--- config.mk ---
export PLATFORM = sky130hd
export DESIGN_NAME = char_rom_arbiter
export DESIGN_NICKNAME = d
export VERILOG_FILES = /design/src/rtl/text_pkg.sv /design/src/rtl/rr_arbiter.sv /design/src/rtl/char_rom_arbiter.sv
export SDC_FILE = /design/constraint.sdc
export NUM_CORES = 1
export LEC_CHECK = 0
export BUFFER_PORTS_ARGS = -buffer_cell sky130_fd_sc_hd__buf_2
export CAP_MARGIN = 20
export CORE_MARGIN = 1
export CORE_UTILIZATION = 50
export DETAILED_ROUTE_END_ITERATION = 6
export HOLD_SLACK_MARGIN = 0.02
export PLACE_DENSITY = 0.95
export SKIP_LAST_GASP = 1
export SLEW_MARGIN = 40
export SYNTH_ARGS = -nofsm -noshare
export SYNTH_HDL_FRONTEND = slang
export SYNTH_HIERARCHICAL = 1
export SYNTH_SLANG_ARGS = --single-unit
--- constraint.sdc ---
create_clock -name clk -period 6.1 [get_ports clk]
set_input_delay 0.915 -clock clk [delete_from_list [all_inputs] [get_ports clk]]
set_output_delay 0.915 -clock clk [all_outputs]
set_load 0.02 [all_outputs]
--- src/rtl/text_pkg.sv ---
// Shared definitions for the text-render blocks and the character ROM they share.
package text_pkg;

  localparam int CHAR_ADDR_W = 12;
  localparam int CHAR_CODE_W = 7;
  localparam logic [CHAR_CODE_W-1:0] CHAR_BLANK = 7'h20;

  typedef logic [CHAR_ADDR_W-1:0] char_addr_t;
  typedef logic [CHAR_CODE_W-1:0] char_code_t;

  typedef struct packed {
    char_addr_t xy;
    char_code_t code;
  } char_rom_pair_t;

  // Requester-id width; a single requester still needs one bit to carry a tag.
  function automatic int unsigned id_width(input int unsigned n);
    return (n > 1) ? $clog2(n) : 1;
  endfunction

endpackage

--- src/rtl/rr_arbiter.sv ---
// Round-robin pick among level requests, starting the search at a rotating pointer.
module rr_arbiter
  import text_pkg::*;
#(
  parameter int N_REQ = 4,
  parameter int ID_W  = id_width(N_REQ)
) (
  input  logic             clk,
  input  logic             rst_n,
  input  logic             i_en,
  input  logic [N_REQ-1:0] i_req,
  output logic [N_REQ-1:0] o_gnt,
  output logic [ID_W-1:0]  o_id,
  output logic             o_valid
);

  localparam int SUM_W = ID_W + 1;

  logic [ID_W-1:0]  r_ptr;
  logic [ID_W-1:0]  w_ptr_nxt;
  logic [N_REQ-1:0] w_gnt;
  logic [ID_W-1:0]  w_id;
  logic             w_found;
  logic [SUM_W-1:0] w_sum;

  // NOTE: every output of a combinational block gets a default first so no path
  // leaves it unassigned, which would otherwise infer a latch.
  always_comb begin
    w_gnt   = '0;
    w_id    = '0;
    w_found = 1'b0;
    w_sum   = '0;
    for (int k = 0; k < N_REQ; k++) begin
      w_sum = {1'b0, r_ptr} + SUM_W'(k);
      if (w_sum >= SUM_W'(N_REQ)) begin
        w_sum = w_sum - SUM_W'(N_REQ);
      end
      if (!w_found && i_en && rst_n && i_req[w_sum[ID_W-1:0]]) begin
        w_found               = 1'b1;
        w_id                  = w_sum[ID_W-1:0];
        w_gnt[w_sum[ID_W-1:0]] = 1'b1;
      end
    end
  end

  assign w_ptr_nxt = (w_id == ID_W'(N_REQ - 1)) ? '0 : w_id + 1'b1;

  // NOTE: state registers use non-blocking assignments so every flop samples
  // the pre-edge values, independent of statement order.
  always_ff @(posedge clk or negedge rst_n) begin
    if (!rst_n) begin
      r_ptr <= '0;
    end else if (w_found) begin
      r_ptr <= w_ptr_nxt;
    end
  end

  assign o_gnt   = w_gnt;
  assign o_id    = w_id;
  assign o_valid = w_found;

endmodule

--- src/rtl/char_rom_arbiter.sv ---
// Shares one registered character ROM port among N_REQ text renderers and routes
// each returned code back to the requester that issued the lookup.
module char_rom_arbiter
  import text_pkg::*;
#(
  parameter int N_REQ   = 4,
  parameter int ADDR_W  = CHAR_ADDR_W,
  parameter int CODE_W  = CHAR_CODE_W,
  parameter int ROM_LAT = 1
) (
  input  logic                    clk,
  input  logic                    rst_n,
  input  logic                    en,
  input  logic [N_REQ-1:0]        req,
  input  logic [N_REQ*ADDR_W-1:0] addr,
  output logic [N_REQ-1:0]        gnt,
  output logic [ADDR_W-1:0]       rom_char_xy,
  input  logic [CODE_W-1:0]       rom_char_code,
  output logic [N_REQ-1:0]        rsp_valid,
  output logic [CODE_W-1:0]       rsp_code,
  output logic                    busy
);

  localparam int ID_W  = id_width(N_REQ);
  localparam int DEPTH = ROM_LAT + 1;
  localparam logic [N_REQ-1:0] ONE = N_REQ'(1);

  typedef struct packed {
    logic            valid;
    logic [ID_W-1:0] id;
  } tag_t;

  logic [N_REQ-1:0]  w_gnt;
  logic [ID_W-1:0]   w_gnt_id;
  logic              w_gnt_valid;
  logic [ADDR_W-1:0] r_xy;
  tag_t              r_pipe [DEPTH];
  tag_t              w_last;
  logic              w_pipe_any;
  logic [N_REQ-1:0]  r_rsp_valid;
  logic [CODE_W-1:0] r_rsp_code;
  logic              r_busy;

  rr_arbiter #(
    .N_REQ (N_REQ),
    .ID_W  (ID_W)
  ) u_rr (
    .clk     (clk),
    .rst_n   (rst_n),
    .i_en    (en),
    .i_req   (req),
    .o_gnt   (w_gnt),
    .o_id    (w_gnt_id),
    .o_valid (w_gnt_valid)
  );

  always_ff @(posedge clk or negedge rst_n) begin
    if (!rst_n) begin
      r_xy <= '0;
    end else if (w_gnt_valid) begin
      r_xy <= addr[int'(w_gnt_id)*ADDR_W +: ADDR_W];
    end
  end

  // NOTE: the tag pipe is cleared on reset because its valid bits decide whether a
  // response fires; stale entries would deliver codes for discarded lookups.
  always_ff @(posedge clk or negedge rst_n) begin
    if (!rst_n) begin
      for (int s = 0; s < DEPTH; s++) begin
        r_pipe[s] <= '0;
      end
    end else begin
      r_pipe[0] <= '{valid: w_gnt_valid, id: w_gnt_id};
      for (int s = 1; s < DEPTH; s++) begin
        r_pipe[s] <= r_pipe[s-1];
      end
    end
  end

  assign w_last = r_pipe[DEPTH-1];

  always_comb begin
    w_pipe_any = 1'b0;
    for (int s = 0; s < DEPTH; s++) begin
      w_pipe_any = w_pipe_any | r_pipe[s].valid;
    end
  end

  // The last tag stage lines up with the ROM data, so code and id are captured together.
  always_ff @(posedge clk or negedge rst_n) begin
    if (!rst_n) begin
      r_rsp_valid <= '0;
      r_rsp_code  <= CODE_W'(CHAR_BLANK);
    end else begin
      r_rsp_valid <= '0;
      if (w_last.valid) begin
        r_rsp_valid <= ONE << w_last.id;
        r_rsp_code  <= rom_char_code;
      end
    end
  end

  // Busy covers the grant edge through the cycle the response strobe is visible.
  always_ff @(posedge clk or negedge rst_n) begin
    if (!rst_n) begin
      r_busy <= 1'b0;
    end else begin
      r_busy <= w_gnt_valid | w_pipe_any;
    end
  end

  assign gnt         = w_gnt;
  assign rom_char_xy = r_xy;
  assign rsp_valid   = r_rsp_valid;
  assign rsp_code    = r_rsp_code;
  assign busy        = r_busy;

endmodule

---- Word level (Yosys, flattened, before mapping) ----
Cells that the tools add are included.
storage, ports and cells
  output and inout bits ................... 28
  flip-flop bits (word level) ............. 32
  logic and storage cells ................. 90
  input bits .............................. 62
operators by class
  order comparisons ....................... 12
  mux-type cells .......................... 34
  shifts and indexed selects .............. 2
  $mul .................................... 1
  equal/unequal tests ..................... 1
  reduce and logical (&&, ||, !) cells .... 18
  bitwise operators ....................... 5
  add/subtract/negate cells ............... 8
operators with widths
  operator             count
  $shiftx 48x7->12     1
  $mux 4               5
  $mux 2               9
  $logic_and 1x1->1    15
  $lt 2x3->1 const B   4
  $mux 1               12
  $or 4x4->4           3
  $ge 3x3->1 const B   3
  $bmux 1 s2           4
  $demux 1 s2          4
  $ge 2x1->1 const B   4
  $sub 2x1->2 const B  4
  $add 2x2->3 const B  2
  $mul 2x2->4 const B  1
  $shl 1x2->4 const A  1
  $add 2x1->3 const B  1
  $ge 2x3->1 const B   1
  $logic_not 1->1      3
  $add 2x1->2 const B  1
  $eq 2x2->1 const B   1
  $or 1x1->1           2

---- Longest topological paths before layout ----
  word-level depth ........................ 23
  mapped depth ............................ 12
  mapped depth without buffers ............ 9

---- By module ----
Netlist, hierarchy kept.
modules (own cells, without submodules)
  module            area an instance (um^2)  cells each  sequential area each (um^2)  instances
  char_rom_arbiter  1,366.3                  100         752.0                        1
  rr_arbiter        596.8                    66          50.0                         1

---- Least setup slack after synthesis ----
No wires, ideal clock.
  path type ............................... input to output
  from .................................... in req[0]
  to ...................................... out gnt[0]
  setup slack ............................. 2.900 ns
  cell stages on the path ................. 5
  data required time ...................... 5.185 ns
  arrival time ............................ 2.285 ns
  cell sequence ........................... mux4_1 > and2_0 > clkbuf_1 > a222oi_1 > o21ai_0
on the way
  word-level cells in the longest chain between the ends .. 19
RTL lines
  what                            line                    source
  start: declaration              char_rom_arbiter.sv:14  input logic [N_REQ-1:0] req,
  $bmux 1 s2                      rr_arbiter.sv:38        if (!w_found && i_en && rst_n && i_req[w_sum[ID_W-1:0]]) begin
  $mux 1 (not written as such)    rr_arbiter.sv:38
  $logic_and 1x1->1               rr_arbiter.sv:38
  $mux 1                          rr_arbiter.sv:38
  $logic_not 1->1                 rr_arbiter.sv:38
  $logic_and 1x1->1 (3 in a row)  rr_arbiter.sv:38
  $mux 1                          rr_arbiter.sv:38
  $logic_not 1->1                 rr_arbiter.sv:38
  $logic_and 1x1->1 (3 in a row)  rr_arbiter.sv:38
  $mux 1                          rr_arbiter.sv:38
  $logic_not 1->1                 rr_arbiter.sv:38
  $logic_and 1x1->1 (3 in a row)  rr_arbiter.sv:38
  $mux 4 (*)                      rr_arbiter.sv:38
  end: declaration                char_rom_arbiter.sv:16  output logic [N_REQ-1:0] gnt,
Mark *: on every way between the ends. The rest lies on a longest branch, timed or not. The select of a mux whose other input is x is not followed.

==> metrics.yaml <==
synth:
  synth_cell_types: 42
  synth.largest_area_cell: "dfrtp_1"
  async_reset_ff_frac: 1.000
  synth.area.top_cells: "dfrtp_1 40%, mux2i_1 14%, o221ai_1 5.4%"
  ys_seq_elements: 32
  ys_seq_area_frac: 0.4085
  yosys_warnings: 6
  syn_area_um2: 1963
  synth_top_area_frac: 0.3952
  ys.flop_type: "dfrtp_1"
  synth_edf_count: 0
  yosys-top-cells-count: "31 x dfrtp_1, 28 x mux2i_1, 14 x nand2b_1"
  syn_nets: 232
  synth_area_per_cell_um2: 11.83
  syn_inst: 166
  yosysMostFrequentCell: "dfrtp_1"
drt:
  dr.first_iter.drc_count: 97
  antenna_left: 0
  wl_um: 4222
  vias: 1674
  viasPerCell: 5.525
  wl_per_cell_um: 13.93
  route.detailed.drc: 0
  firstDrtPassIters: 6
run:
  max_cap_viol_count: 0
critical_path:
  crit_path_cell_trace: "inv_1, ha_1, mux4_1, and2_0, a222oi_1, o21ai_1, buf_2"
  path_buf_inv: 2
  crit_path_max_fanout: 15
  endpoint_kind: "output pin"
  crit_path_max_incr_delay_ns: 0.71
  cp_top_family: "flip-flops"
  worstPathArrival_ns: 2.97
  start_kind: "flop"
  crit_slowest_cell: "dfrtp_1"
  worstPathRequired_ns: 5.18
  r2r_slack_ns: 2.70
  path_class: "flop to output pin"
final_layout:
  register_area_um2: 802.0
  nFillCells: 285
  post-route-cell-area_um2: 2510
  layout-drive-gt1-share: 0.4627
  n_antenna_cell: 0
  final_nets: 320
  areaGrowthSynthToFinish_pct: 27.85
  multiInputGateArea_um2: 1055
timing:
  tightest_slew_ns: 0.5791
  drv_slew: 0
  max_freq_ghz: 0.2575
  rsz0062_at_grt: "false"
  max-slew-margin-rel: 0.6139
  finalHoldViolations: 0
  finalSetupTns_ns: 0
  fin_worst_skew_ns: 0.009360
  period_needed_ns: 3.884
  setup_viol: 0
  period_share: 0.6368
floorplan:
  core-area_um2: 3716
  start_util: 0.5283
  die_x_um: 64.66
  die-area_um2: 4181
  die_h_um: 64.66
  io_pins: 90
  row_count: 22
place:
  place_area_um2: 2400
  port_buffers: 89
  gp_congestion: 0.7938
  dpl.hpwl_um: 3233
cts:
  cts_setup_buffers: 0
  cts.sink_count: 32
  cts.htree.levels: 2
  cts.path.max_buffers: 2
  cts_made_buffers: 5
  clock-root-buffer: "clkbuf_8"
  cts_tree: "done"
  holdBufCountCts: 0
  worst_skew_pair.late_latency_ns: 0.28
  cts_resized: 0
  clk_pin_slew_ns: 0.07
min_path:
  hp-class: "flop to flop"
  min_from: "r_pipe[3]"
pwr:
  fin_total_pwr_mw: 1.227
  power_leakage_nw: 1.226
  ir_drop_v: 0.0002202
  cellPowerDensity_nw_per_um2: 488.8
global_routing:
  grt_util_all_layers: 0.2008
  met1_usage: 0.2344
  global_route.usage.met3: 0.03697
  gr-usage-met2: 0.3553
  antenna_found_initial: 0
  grt_pass1_vias: 1466
  grt_pass1_wl_um: 6423
  grt_start_max_net_pins: 38
  overflow: 0
  grt_busiest_layer: "met2"
run_status:
  status: "completed"
[state kept, by name, indices dropped and copies added (netlist names), named ones only]
signal	flops
rsp_valid	4
u_rr/r_ptr	1
busy	1
r_pipe	6
rom_char_xy	12
rsp_code	7
[per-layer routing]
layer,part of all wire,vias to the layer above
met2,0.52,56
met1,0.42,803
met5,0,-
li1,-,805
met4,0.020,0
met3,0.039,10
[final timing paths]
| kind | depth (start not counted) | to |
|---|---|---|
| max | 7 | gnt[2] |
| max in group asynchronous | 1 | rsp_code[5] |
| max reg2reg | 8 | rom_char_xy[7] |
| min reg2reg | 0 | r_pipe[0] |
| min | 0 | r_pipe[0] |
| min in group asynchronous | 1 | rom_char_xy[10] |
[placed cells by master, fill, tap and decap left out, types with 2 or more instances in the layout]
cell / Yosys / layout
o21ai_0: 5 / 4
mux4_1: 2 / 2
nand2b_1: 14 / 14
a222oi_1: 4 / 4
mux2i_1: 28 / 28
dfrtp_1: 31 / 31
mux2_2: 9 / 9
mux4_2: 2 / 2
ha_1: 4 / 4
inv_1: 7 / 7
o21ai_2: 1 / 2
clkbuf_8: 0 / 5
buf_4: 1 / 2
buf_2: 2 / 88
nand2_1: 7 / 7
nor2_1: 4 / 4
nand3_1: 4 / 4
o221ai_1: 12 / 12
o21ai_1: 2 / 2
[cell type report]
| class | count | share of cell area |
|---|---|---|
| inverters | 8 | 0.01196 |
| repair buffers | 90 | 0.1815 |
| clock buffers | 6 | 0.02891 |
| well taps | 48 | 0.02393 |
| multi-input cells | 117 | 0.4202 |
| clock inverters | 2 | 0.01396 |
| flip-flops and latches | 32 | 0.3195 |
[power by group]
group | total, mW | internal [mW] | switching [mW]
sequential | 0.384 | 0.309 | 0.0746
combinational | 0.649 | 0.284 | 0.365
clock | 0.194 | 0.121 | 0.0727
total | 1.23 | 0.715 | 0.512
[logic make-up (layout without fill, tap and decap cells)]
group                    Yosys count  in the layout  synth area share
flip-flops                        32             32            0.4085
AND/OR/NAND/NOR                   42             42            0.1326
buffers and inverters             17            106           0.05609
multiplexers                      41             41            0.2441
adder cells (fa/ha/maj)            4              4           0.02549
AO/OA/AOI/OAI                     30             30            0.1332
[worst reg2reg max path: stages, from the launching register on]
cell      delay (ns)
dfrtp_1         0.71
inv_1           0.19
ha_1            0.45
mux4_1          0.34
inv_2           0.10
a31oi_2         0.29
nand3_1         0.44
nand2b_1        0.54
o221ai_1        0.20
[stage by stage]
stage | std cells | hold slack, ns | worst slack [ns] | utilization
2_1_floorplan | 166 | 0.3312 | 2.900 | -
6_report | 303 | 0.3534 | 2.216 | 0.6754
4_1_cts | 303 | 0.3538 | 2.250 | 0.6747
3_3_place_gp | 295 | 0.3319 | 2.429 | 0.6458
3_5_place_dp | 295 | 0.3364 | 2.357 | 0.6458
5_1_grt | 303 | 0.3665 | 2.005 | 0.6754
Power figures use the tool's default switching activity.
